**src/rtl/pic_n.sv**
```systemverilog
// pic_n: priority interrupt controller with per-channel 16-bit vector, mask and pending bits.
// Define PIC_EDGE_DETECT_EN to latch requests on rising edges instead of levels.
module pic_n #(
  parameter logic [7:0] PIC_ADDRESS = 8'h00,
  parameter int NUM_IRQ = 4
) (
  input  logic               clk,
  input  logic               reset,
  input  logic [7:0]         din,
  input  logic [7:0]         address,
  input  logic               w_en,
  input  logic               r_en,
  output logic [7:0]         dout,
  input  logic [NUM_IRQ-1:0] irq,
  output logic               interrupt,
  output logic [15:0]        intVect,
  input  logic               intAck
);
  logic [15:0] vect [NUM_IRQ];
  logic [NUM_IRQ-1:0] mask, pend, eligible, set, clr;
  logic [2:0] cur, win;
  logic [15:0] win_vect;
  logic hold, hit, any;
  logic [8:0] diff;
  logic [7:0] off, rdata;
  // nine-bit subtraction so addresses below the base land outside the window
  assign diff = {1'b0, address} - {1'b0, PIC_ADDRESS};
  assign hit = diff < 9'd19;
  assign off = diff[7:0];
  assign eligible = pend & mask;
  assign any = |eligible;
  assign clr = ((w_en && hit && off == 8'd17) ? din[NUM_IRQ-1:0] : '0) |
               ((intAck && interrupt) ? NUM_IRQ'(1) << cur : '0);
`ifdef PIC_EDGE_DETECT_EN
  logic [NUM_IRQ-1:0] irq_q;
  always_ff @(posedge clk or negedge reset)
    if (!reset) irq_q <= '0;
    else irq_q <= irq;
  assign set = irq & ~irq_q;
`else
  assign set = irq;
`endif
  always_comb begin
    win = '0;
    win_vect = vect[0];
    for (int i = NUM_IRQ - 1; i >= 0; i--)
      if (eligible[i]) begin
        win = 3'(i);
        win_vect = vect[i];
      end
  end
  always_comb begin
    rdata = '0;
    for (int i = 0; i < NUM_IRQ; i++) begin
      if (off == 8'(2 * i)) rdata = vect[i][7:0];
      if (off == 8'(2 * i + 1)) rdata = vect[i][15:8];
    end
    if (off == 8'd16) rdata = 8'(mask);
    if (off == 8'd17) rdata = 8'(pend);
    if (off == 8'd18) rdata = {interrupt, 4'b0, cur};
    if (!hit) rdata = '0;
  end
  // hold suppresses presentation for the cycle after an accepted acknowledge
  always_ff @(posedge clk or negedge reset)
    if (!reset) begin
      for (int i = 0; i < NUM_IRQ; i++) vect[i] <= '0;
      mask <= '0;
      pend <= '0;
      dout <= '0;
      interrupt <= 1'b0;
      intVect <= '0;
      cur <= '0;
      hold <= 1'b0;
    end else begin
      pend <= (pend & ~clr) | set;
      if (r_en) dout <= rdata;
      if (w_en && hit) begin
        for (int i = 0; i < NUM_IRQ; i++) begin
          if (off == 8'(2 * i)) vect[i][7:0] <= din;
          if (off == 8'(2 * i + 1)) vect[i][15:8] <= din;
        end
        if (off == 8'd16) mask <= din[NUM_IRQ-1:0];
      end
      hold <= intAck & interrupt;
      interrupt <= any & ~hold;
      if (any && !hold) begin
        intVect <= win_vect;
        cur <= win;
      end
    end
endmodule

```
**config.mk**
```make
export PLATFORM = sky130hd
export DESIGN_NAME = pic_n
export DESIGN_NICKNAME = d
export VERILOG_FILES = /design/src/rtl/pic_n.sv
export SDC_FILE = /design/constraint.sdc
export NUM_CORES = 1
export LEC_CHECK = 0
export CAP_MARGIN = 20
export CORE_MARGIN = 2
export CORE_UTILIZATION = 51
export CTS_BUF_LIST = sky130_fd_sc_hd__clkbuf_8
export DETAILED_ROUTE_END_ITERATION = 10
export PLACE_DENSITY = 0.77
export SLEW_MARGIN = 20
export SYNTH_ARGS = -nofsm -noshare
export SYNTH_HDL_FRONTEND = slang
export SYNTH_SLANG_ARGS = --single-unit
```
**constraint.sdc**
```tcl
create_clock -name clk -period 2.18 [get_ports clk]
set_input_delay 0.327 -clock clk [delete_from_list [all_inputs] [get_ports clk]]
set_output_delay 0.327 -clock clk [all_outputs]
set_load 0.005 [all_outputs]
```
* Yosys cells after proc, flatten, opt, wreduce, memory -nomap -nowiden
Cells that the tools add are included.
** Operators by class
- Order comparisons :: 1
- Equality and inequality tests :: 10
- Shift operators :: 1
- Muxes and demuxes :: 22
- Bitwise operators :: 8
- Reduce and logical (&&, ||, !) cells :: 16
** Operators by type and width (count)
- 8-bit 2-to-1 mux :: 12
- 16-bit 2-to-1 mux :: 4
- 8-bit by 3-bit == test with 1-bit output (second input constant) :: 4
- 8-bit by 5-bit == test with 1-bit output (second input constant) :: 3
- 2-bit AND reduction :: 9
- 8-bit by 2-bit == test with 1-bit output (second input constant) :: 2
- 4-bit bitwise AND :: 2
- 8-bit by 1-bit == test with 1-bit output (second input constant) :: 1
- 8-bit zero test :: 1
- 8-bit by 5-bit < comparator with 1-bit output (second input constant) :: 1
- 4-bit 2-to-1 mux :: 2
- 4-bit OR :: 2
- 3-bit 2-to-1 mux :: 2
- 1-bit logical AND :: 4
- 2-bit 2-to-1 mux :: 2
- 4-bit NOT :: 1
- 4-bit OR reduction :: 1
- 1-bit by 3-bit left shift with 4-bit output (first input constant) :: 1
- 1-bit bitwise AND :: 2
- 1-bit zero test :: 1
- 1-bit NOT :: 1
** Storage, ports and cells
- Flip-flop bits (word level) :: 101
- Input port bits :: 25
- Output and inout port bits :: 25
- Word-level logic and storage cells :: 73

* Longest topological paths before layout
Gate-level depths: netlist of run 1.
- Depth in word-level cells :: 13
- Depth in mapped cells :: 9
- Mapped depth without buffers :: 6

* Worst setup path before layout of run 1
Ideal clock, no wire load.
- Path type :: input-to-reg
- Start :: input address[7]
- End :: register vect[4] in the netlist's numbering
- Library setup time :: 0.125 ns
- Data arrival time :: 1.918 ns
- Required time :: 2.055 ns
- Path slack :: 0.138 ns
- Stages on the path :: 6
- Buffers on the path :: 1
- Path through :: or4_4 -> buf_6 -> nor2_8 -> nand3_2 -> nor2_2 -> mux2_2
** Between the ends
- Word-level cells in the longest chain between the ends :: 3
- Elaborated cells between the ends (all ways) :: 4
- Classes of those cells :: order compare: 1; eq/ne: 1; reduce/logical: 2
** Ends and longest elaborated chain
- start: declaration :: RTL line 10 : input logic [7:0] address,
- 8-bit by 5-bit < comparator with 1-bit output :: RTL line 28 : assign hit = diff < 9'd19;
- 1-bit logical AND :: RTL line 77 : if (w_en && hit) begin
- 2-bit AND reduction (no source line) *
- end signal: indexed assignment :: RTL line 79 : if (off == 8'(2 * i)) vect[i][7:0] <= din;
- end signal: indexed assignment :: RTL line 80 : if (off == 8'(2 * i + 1)) vect[i][15:8] <= din;
- end: declaration :: RTL line 19 : logic [15:0] vect [NUM_IRQ];
Every way passes the cells marked *; elsewhere a longest branch is shown, timed or not.
A chain may end at the register's enable or synchronous reset.

* Final worst setup path of run 1
- Start :: input address[4]
- End :: register dout[3]
** Between the ends
- Word-level cells in the longest chain between the ends :: 13
- Elaborated cells between the ends (all ways) :: 24
- Classes of those cells :: order compare: 1; eq/ne: 10; mux: 12; reduce/logical: 1
** Ends and longest elaborated chain
- 8-bit zero test :: RTL line 55 : if (off == 8'(2 * i)) rdata = vect[i][7:0];
- 8-bit 2-to-1 mux :: RTL line 55
- 8-bit 2-to-1 mux :: RTL line 56 : if (off == 8'(2 * i + 1)) rdata = vect[i][15:8];
- 8-bit 2-to-1 mux :: RTL line 55
- 8-bit 2-to-1 mux :: RTL line 56
- 8-bit 2-to-1 mux :: RTL line 55
- 8-bit 2-to-1 mux :: RTL line 56
- 8-bit 2-to-1 mux :: RTL line 55
- 8-bit 2-to-1 mux :: RTL line 56
- 8-bit 2-to-1 mux :: RTL line 58 : if (off == 8'd16) rdata = 8'(mask);
- 8-bit 2-to-1 mux :: RTL line 59 : if (off == 8'd17) rdata = 8'(pend);
- 8-bit 2-to-1 mux :: RTL line 60 : if (off == 8'd18) rdata = {interrupt, 4'b0, cur};
- 8-bit 2-to-1 mux * :: RTL line 61 : if (!hit) rdata = '0;
- end signal: assignment :: RTL line 76 : if (r_en) dout <= rdata;
- end: declaration :: RTL line 13 : output logic [7:0] dout,
Marks and branches as above.

==> results of run 1 <==
stage by stage:
step                      setup TNS (ns)  power, mW  cell area [µm²]
after global routing                   0       4.36             6540
after global placement            -15.75       2.93             6310
after CTS                              0       4.20             6530
after floorplan                        0       2.53             5330
after detailed placement          -17.93       2.95             6310
final                                  0       4.19             6540
how the worst min path moves through the flow:
stage	end	from	slack, ns	cells past startpoint
after detailed placement	intVect[0]$_DFFE_PN0P_	reset	0.30	1
after CTS	vect[10]$_DFFE_PN0P_	reset	0.44	2
after global placement	interrupt$_DFF_PN0_	reset	0.30	1
after floorplan	cur[0]$_DFFE_PN0P_	reset	0.03	0
final	vect[8]$_DFFE_PN0P_	reset	0.42	2
after global routing	vect[58]$_DFFE_PN0P_	reset	0.45	2
power by group through the flow:
| stage | registers (mW) | logic (mW) | clock network, mW |
|---|---|---|---|
| 5_1_grt | 2.17 | 0.838 | 1.35 |
| 2_1_floorplan | 2.14 | 0.388 | 0 |
| 4_1_cts | 2.15 | 0.772 | 1.28 |
| 6_report | 2.15 | 0.770 | 1.27 |
| 3_5_place_dp | 2.18 | 0.768 | 0 |
| 3_3_place_gp | 2.18 | 0.750 | 0 |
layout make-up:
cell class / instances / share of cell area, %
clock inverters: 7 / 1.26
repair buffers: 106 / 15.5
inverters: 3 / 0.172
flip-flops and latches: 100 / 38.2
multi-input cells: 352 / 40.3
clock buffers: 9 / 1.89
well taps: 136 / 2.60
flip-flops by register name, indices dropped and copies added, names as in the netlist:
register   count
vect          64
hold           1
interrupt      1
dout           8
intVect       16
cur            2
pend           4
mask           4
cells in the final DEF (no fill, tap or decap), types with 2 or more instances in the layout:
cell	synthesis	final
nor2_2	3	3
nand3b_1	3	3
nor2b_1	11	11
o21ai_1	2	2
o22ai_1	3	3
o211ai_1	2	2
a221oi_1	4	4
nand3_1	25	25
and2_1	4	4
buf_12	0	8
o221ai_1	16	16
nand3_2	5	5
o2bb2ai_1	2	2
clkdlybuf4s50_1	0	47
nand2b_1	6	6
buf_4	0	49
clkbuf_8	0	9
inv_8	0	2
a31o_2	5	5
o21ai_0	5	5
o22a_1	2	2
a32o_1	5	5
inv_1	2	2
a21oi_1	22	22
or3b_2	2	2
nor2_1	25	25
nor3_4	2	2
nor3_1	4	4
nand4_1	5	5
a31oi_1	6	6
mux2_2	75	75
nand2_1	61	61
a311oi_1	18	18
dfrtp_1	100	100
mux2i_1	7	7
mux4_2	5	5
a22oi_1	3	3
a32oi_1	3	3
metal layers:
metal / routed length (µm) / up-vias / part of all wire [%]
li1: - / 2005 / -
met1: 6070 / 2327 / 40
met2: 7480 / 179 / 50
met3: 887 / 47 / 5.9
met4: 561 / 0 / 3.7
met5: 0 / - / 0
repair_timing:
action	CTS	global route
hold endpoints to repair	26	0
setup endpoints to repair	0	9
hold buffers	1	0
buffers inserted	0	2
cells by family after synthesis:
logic type	count (synthesis)
multiplexers	87
AO/OA/AOI/OAI	103
buffers and inverters	43
flip-flops	100
AND/OR/NAND/NOR	162
==> impl_metrics.tcl, run 1 <==
set metrics [dict create \
    critical_path_class "in2reg" \
    ys_seq_elements 100 \
    grt_busiest_layer "met2" \
    cts_resized 0 \
    synth_cell_types 49 \
    hpwlAfterDp_mm 10.7 \
    crit_end "dout[3]$_DFFE_PN0P_" \
    power_leakage_nw 2.82 \
    hold_slack_ns 0.420 \
    dr.pass1.iters 5 \
    numCtsBuffers 9 \
    antenna_left 0 \
    drive_gt1_share_pct 30.2 \
    hold_path.class "in2async" \
    synthTopCellsByArea "dfrtp_1 (47%), mux2_2 (16%), nand2_1 (4.3%), a311oi_1 (3.0%), o221ai_1 (2.6%)" \
    overflow 0 \
    skew_ns 0.00720 \
    dp_cells 694 \
    power-per-cell-area_nw_per_um2 641 \
    maxSlewHeadroom_pct 60.2 \
    crit_path_top_delay_cell "or4_4" \
    syn-mean-instance-area_um2 10.8 \
    critPathLaunch "address[4]" \
    cts_htree_levels 3 \
    cap_violations 0 \
    dieHeight_um 106 \
    grt_pass1_wl_mm 24.0 \
    status "complete, no violations" \
    antenna_found_initial 0 \
    grt_use_met3_pct 4.60 \
    timing.rr.start "pend[1]$_DFF_PN0_" \
    place_congestion 0.918 \
    comb_power_share_pct 18.4 \
    setup_viol 0 \
    synth-simple-area-share_pct 15.8 \
    p_sw_share_pct 29.6 \
    cp_data_arrival_time_ns 2.43 \
    fin_util_pct 64.0 \
    dieArea_um2 11300 \
    crit_fanout 5 \
    num_antenna_cells 0 \
    ys_warn_count 0 \
    fin_crit_sh_pct 97.1 \
    drc 0 \
    die_x_um 106 \
    postSynthCellCount 495 \
    synthesis.area_um2 5330 \
    crit_path_start_kind "input port" \
    synth_compound_area_share_pct 14.5 \
    synth_top_family_by_area "multiplexers" \
    crit_chain "clkdlybuf4s50_1 -> or4_4 -> nor3b_4 -> buf_4 -> buf_4 -> nand3_1 -> a32o_1 -> a31oi_1" \
    yosysTopAreaCellShare_pct 47.0 \
    cts_tree "built" \
    routed_wirelength_mm 15.0 \
    finalMaxSlewViolations 0 \
    wl_per_cell_um 21.0 \
    crit_path_end_kind "flop" \
    hold_violations 0 \
    vias 4558 \
    num-nets-final 597 \
    global_route.usage.met2_pct 46.4 \
    r2r_setup_slack_ns 0.42 \
    r2r_end "intVect[14]$_DFFE_PN0P_" \
    vias_per_cell 6.39 \
    rr_worst_depth 6 \
    rsz0062_at_grt "false" \
    start_util_pct 52.1 \
    yosysMostFrequentCell "dfrtp_1" \
    async_reset_ff_share_pct 100 \
    grtUsageTotal_pct 27.9 \
    p_int_mw 2.95 \
    clockBufferDepth 2 \
    p_seq_share_pct 51.3 \
    critPathMostFrequentCell "buf_4" \
    cts_sinks 100 \
    syn_to_final_growth_pct 22.9 \
    multiInputGateArea_um2 2640 \
    tightestPinTransition_ns 0.598 \
    critPathMaxStageDelay_ns 0.64 \
    ioPinCount 50 \
    clkTransAtPathRegs_ns 0.10 \
    fin_crit_ns 2.12 \
    crit_buf_inv 3 \
    synth_seq_area_share_pct 47.0 \
    critPathRequiredTime_ns 2.50 \
    synthTopCellsByCount "dfrtp_1 (100), mux2_2 (75), nand2_1 (61)" \
    final_cell_count_no_fill 713 \
    crit_cells 8 \
    synth-xor-area-share_pct 0 \
    max_freq_mhz 472 \
    row_count 37 \
    grt_pass1_vias 4559 \
    place_ws_ns -0.387 \
    grt_max_degree 35 \
    synth_area_leader_cell "dfrtp_1" \
    clkPwrFrac_pct 30.3 \
    first_iter_violations 272 \
    synth_edf_count 0 \
    p_sw_mw 1.24 \
    synth-adder-area-share_pct 0 \
    setup_ws_ns 0.0623 \
    root_buffer "clkbuf_8" \
    regArea_um2 2500 \
    n_fill_cell 861 \
    muxShareOfSynthArea_pct 19.3 \
    clk_latency_ns 0.39 \
    crit_family "simple AND/OR/NAND/NOR gates" \
    grtUsageMet1_pct 35.9 \
    coreArea_um2 10200 \
    ys.flop_type "dfrtp_1" \
    port_buffers 49 \
    synth_nets 520 \
    vdd_ir_drop_max_v 0.000432 \
]
Note: power is estimated with default switching activity, not from simulation.
==> inputs of run 2 (changes only) <==
==> config.mk (replaced) <==
export PLATFORM = sky130hd
export DESIGN_NAME = pic_n
export DESIGN_NICKNAME = d
export VERILOG_FILES = /design/src/rtl/pic_n.sv
export SDC_FILE = /design/constraint.sdc
export NUM_CORES = 1
export LEC_CHECK = 0
export CAP_MARGIN = 10
export CORE_MARGIN = 8
export CORE_UTILIZATION = 51
export CTS_BUF_LIST = sky130_fd_sc_hd__clkbuf_8
export DETAILED_ROUTE_END_ITERATION = 10
export PLACE_DENSITY = 0.77
export SYNTH_ARGS = -nofsm -noshare
export SYNTH_HDL_FRONTEND = slang
export SYNTH_SLANG_ARGS = --single-unit
==> run 2 against run 1 <==
  * Cell count is 1.3% lower
  * Core utilization is 0.49 points lower
  * Via count is 0.72% lower
  * Sequential power hardly changed
  * Non-clock buffer count is 9 lower
  * Sequential cell count stayed put
  * Global-route usage is 5.9 points lower
  * Largest power group unchanged
==> impl_metrics.tcl, run 2 (synthesis gave the netlist of run 1 again) <==
set metrics [dict create \
    root_buffer "clkbuf_8" \
    fin_crit_sh_pct 95.6 \
    status "complete, no violations" \
    critPathLaunch "address[7]" \
    num_antenna_cells 0 \
    hold_slack_ns 0.281 \
    total_power_mw 4.26 \
    power-per-cell-area_nw_per_um2 657 \
    port_buffers 49 \
    crit_path_top_delay_cell "or4_4" \
    drc 0 \
    maxSlewHeadroom_pct 58.5 \
    timing.rr.start "pend[1]$_DFF_PN0_" \
    cts_sinks 100 \
    skew_ns 0.0104 \
    wl_per_cell_um 21.7 \
    row_count 37 \
    start_util_pct 52.1 \
    postLayoutCellArea_um2 6490 \
    critPathMaxStageDelay_ns 0.62 \
    clk_latency_ns 0.38 \
    rsz0062_at_grt "false" \
    routed_wirelength_mm 15.3 \
    fin_util_pct 63.5 \
    dieArea_um2 14000 \
    cts_resized 0 \
    layout_common_cells "dfrtp_1 (100), mux2_2 (75), nand2_1 (61), clkdlybuf4s50_1 (47), buf_4 (40)" \
    vias 4525 \
    vias_per_cell 6.43 \
    dr.pass1.iters 5 \
    place_area_um2 6260 \
    syn_to_final_growth_pct 21.9 \
    finalMaxSlewViolations 0 \
    power_leakage_nw 2.78 \
    drive_gt1_share_pct 28.9 \
    routed.top_layer "met4" \
    post_cts_buffers 0 \
    setup-tns-final_ns 0 \
    antenna_found_initial 0 \
    overflow 0 \
    cap_violations 0 \
    die_x_um 118 \
    crit_path_end_kind "flop" \
    setup_ws_ns 0.0967 \
    drt-met1-wl_mm 5.89 \
    grt_max_degree 71 \
    tightestPinTransition_ns 0.623 \
    grt_pass1_vias 4665 \
    final_common_cell "dfrtp_1" \
    coreArea_um2 10200 \
    first_iter_violations 367 \
    dieHeight_um 118 \
    place_congestion 0.968 \
    antenna_left 0 \
    hold_path.class "in2async" \
    hold_violations 0 \
    clockBufferDepth 2 \
    cts_htree_levels 3 \
    crit_chain "clkdlybuf4s50_1 -> or4_4 -> nor3_4 -> buf_12 -> nand3_2 -> mux2_2" \
    met2_wirelength_mm 7.52 \
    crit_path_start_kind "input port" \
    ioPinCount 50 \
    num-nets-final 588 \
    fin_crit_ns 2.08 \
    place_ws_ns -0.312 \
    critPathRequiredTime_ns 2.45 \
    critical_path_class "in2reg" \
    crit_fanout 11 \
    final_cell_count_no_fill 704 \
    clkTransAtPathRegs_ns 0.09 \
    vdd_ir_drop_max_v 0.000454 \
    largest_reg_flops 64 \
    cts_tree "built" \
    largest_register "vect" \
    setup_viol 0 \
    numCtsBuffers 9 \
    hpwlAfterDp_mm 10.9 \
    grt_pass1_wl_mm 24.5 \
    max_freq_mhz 480 \
    grtUsageTotal_pct 22.0 \
    dp_cells 687 \
    cp_data_arrival_time_ns 2.35 \
    top_regs "vect x64, intVect x16, dout x8" \
    wl_met3_mm 1.21 \
]
## run 2: cell types whose count changed in the layout (fill, tap and decap cells not counted)
cell        change
buf_4           -9
bufinv_16       +1
inv_6           -1
inv_1           +1
clkinvlp_4      -1
## run 2: what timing repair did
item,4_1_cts,5_1_grt
endpoints found under the hold margin,25,0
hold buffers,1,0
setup endpoints to repair,0,0
## run 2: per-layer routing
metal | global-route usage (%) | vias up
li1 | - | 1987
met1 | 26.6 | 2252
met2 | 35.7 | 225
met3 | 5.47 | 61
met4 | 11.7 | 0
met5 | 0 | -
## run 2: path summary, 6_finish.rpt
kind / endpoint / slack (ns) / depth (start not counted)
max: vect[63]$_DFFE_PN0P_ / 0.1 / 6
min: intVect[0]$_DFFE_PN0P_ / 0.28 / 2
max reg2reg: intVect[13]$_DFFE_PN0P_ / 0.35 / 6
min reg2reg: intVect[10]$_DFFE_PN0P_ / 0.50 / 2
max in group asynchronous: pend[2]$_DFF_PN0_ / 1.33 / 3
min in group clk: intVect[10]$_DFFE_PN0P_ / 0.50 / 2
## run 2: area by class of cell
| class | count | area, µm² |
|---|---|---|
| clock buffers | 9 | 124 |
| well taps | 136 | 170 |
| fillers | 796 | 3740 |
| repair buffers | 97 | 946 |
| multi-input cells | 352 | 2640 |
| inverters | 3 | 11.3 |
| clock inverters | 7 | 100 |
| flip-flops and latches | 100 | 2500 |
## run 2: worst max-delay path, delay by kind of cell
kind          cells  cell delay [ns]
simple gates      3             1.06
buf+inv           2             0.59
mux               1             0.37
## run 2: power breakdown
group	leakage, nW	internal [mW]	switching [mW]	total, mW
Combinational	1.31	0.396	0.381	0.777
Clock	0.118	0.659	0.676	1.33
Sequential	1.35	2.01	0.145	2.15
==> inputs of run 3 (changes only) <==
--- a/config.mk
+++ b/config.mk
@@ -6,11 +6,12 @@
 export NUM_CORES = 1
 export LEC_CHECK = 0
 export CAP_MARGIN = 10
+export CORE_ASPECT_RATIO = 0.75
 export CORE_MARGIN = 8
-export CORE_UTILIZATION = 51
+export CORE_UTILIZATION = 53
 export CTS_BUF_LIST = sky130_fd_sc_hd__clkbuf_8
 export DETAILED_ROUTE_END_ITERATION = 10
-export PLACE_DENSITY = 0.77
+export PLACE_DENSITY = 0.8
 export SYNTH_ARGS = -nofsm -noshare
 export SYNTH_HDL_FRONTEND = slang
 export SYNTH_SLANG_ARGS = --single-unit
==> run 3 against run 2 <==
  * Core utilization rose by 2.7 points
  * Sequential power barely moved
  * Worst hold slack gained 0.21 ns
  * Largest cell class unchanged
  * Critical path type unchanged
  * Cell count shrank 0.43%
  * Global-route usage up 0.77 points
  * Clock power down 17%
  * Highest routed layer unchanged
  * Register-to-register slack worse by 0.08 ns
  * Fmax down 0.57%
  * Die area shrank 3.0%
  * Sequential cell count stayed put
==> impl_metrics.tcl, run 3 (synthesis gave the netlist of run 1 again) <==
set metrics [dict create \
    post_cts_buffers 0 \
    drc 0 \
    global_route.usage.met2_pct 38.7 \
    vias_per_cell 6.52 \
    cts_tree "built" \
    num_antenna_cells 0 \
    top_regs "vect x64, intVect x16, dout x8" \
    start_util_pct 54.7 \
    grt_pass1_vias 4656 \
    rsz0062_at_grt "false" \
    wl_per_cell_um 21.2 \
    die_x_um 132 \
    clockBufferDepth 2 \
    numCtsBuffers 9 \
    syn_to_final_growth_pct 21.0 \
    crit_path_end_kind "flop" \
    hold_slack_ns 0.495 \
    place_ws_ns -0.323 \
    antenna_left 0 \
    power_leakage_nw 2.76 \
    cts_htree_levels 3 \
    overflow 0 \
    ioPinCount 50 \
    dieArea_um2 13500 \
    fin_crit_ns 2.10 \
    root_buffer "clkbuf_8" \
    grtUsageMet1_pct 27.5 \
    critical_path_class "in2reg" \
    fin_util_pct 66.2 \
    hpwlAfterDp_mm 10.9 \
    hold_violations 0 \
    critPathRequiredTime_ns 2.45 \
    critPathLaunch "address[4]" \
    dr.pass1.iters 5 \
    tightestPinTransition_ns 0.681 \
    cp_data_arrival_time_ns 2.36 \
    drive_gt1_share_pct 29.0 \
    clk_latency_ns 0.38 \
    coreArea_um2 9740 \
    grt_max_degree 48 \
    antenna_found_initial 0 \
    grt_pass1_wl_mm 24.2 \
    cts_sinks 100 \
    place_congestion 0.942 \
    finalMaxSlewViolations 0 \
    largest_register "vect" \
    cap_violations 0 \
    row_count 31 \
    port_buffers 49 \
    fin_crit_sh_pct 96.1 \
    routed_wirelength_mm 14.9 \
    setup_ws_ns 0.0846 \
    largest_reg_flops 64 \
    hold_path.class "in2async" \
    setup_viol 0 \
    grt_busiest_layer "met2" \
    max_freq_mhz 477 \
    num-nets-final 589 \
    power-per-cell-area_nw_per_um2 625 \
    grt_use_met3_pct 5.26 \
    vias 4569 \
    vdd_ir_drop_max_v 0.000428 \
    final_common_cell "dfrtp_1" \
    layout_common_cells "dfrtp_1 (100), mux2_2 (75), nand2_1 (61), clkdlybuf4s50_1 (47), buf_4 (42)" \
    crit_fanout 8 \
    first_iter_violations 503 \
    maxSlewHeadroom_pct 54.6 \
    status "complete, no violations" \
    crit_path_start_kind "input port" \
    dp_cells 684 \
    dieHeight_um 103 \
    skew_ns 0.00669 \
    timing.rr.start "pend[0]$_DFF_PN0_" \
    clkTransAtPathRegs_ns 0.09 \
    final_cell_count_no_fill 701 \
    grtUsageTotal_pct 22.8 \
]
-- run 3: routing by layer --
metal	vias up	part of all wire [%]
met1	2313	41
met4	0	2.4
met3	31	7.4
met2	234	50
li1	1991	-
met5	-	0
-- run 3: final cells by class --
type | instances | area [µm²]
Clock buffer | 11 | 151
Clock inverter | 5 | 28.8
Fill cell | 770 | 3290
Inverter | 3 | 11.3
Multi-Input combinational cell | 352 | 2640
Sequential cell | 100 | 2500
Tap cell | 132 | 165
Timing Repair Buffer | 98 | 941
-- run 3: metrics by stage --
stage	cell area (µm²)	setup TNS [ns]	power [mW]
after floorplan	5330	0	2.53
after global placement	6250	-14.83	2.91
after detailed placement	6250	-17.97	2.95
after CTS	6440	0	4.05
after global routing	6440	0	4.21
final	6440	0	4.03
-- run 3: worst max-delay path, cell delays in order --
cell and delay, ns:
clkdlybuf4s50_1 0.42, or4_4 0.63, nor3_4 0.19, buf_12 0.15, nand3_2 0.26, mux2_2 0.37
-- run 3: final timing paths --
kind	end	cells after the start	slack, ns
max	vect[48]$_DFFE_PN0P_	6	0.08
min	vect[0]$_DFFE_PN0P_	2	0.49
max reg2reg	intVect[11]$_DFFE_PN0P_	6	0.27
min reg2reg	intVect[1]$_DFFE_PN0P_	2	0.50
max in group asynchronous	vect[54]$_DFFE_PN0P_	3	1.01
min in group clk	intVect[1]$_DFFE_PN0P_	2	0.50
-- run 3: timing repair --
| action | in CTS | in global routing |
|---|---|---|
| endpoints found under the setup margin | 0 | 5 |
| hold endpoints to repair | 44 | 0 |
| gates resized for setup | 0 | 1 |
| hold buffers | 1 | 0 |
-- run 3: power by group --
part	total, mW	switching (mW)	leakage [nW]	internal [mW]
logic	0.768	0.379	1.32	0.389
registers	2.15	0.143	1.35	2.01
clock network	1.11	0.638	0.0979	0.470
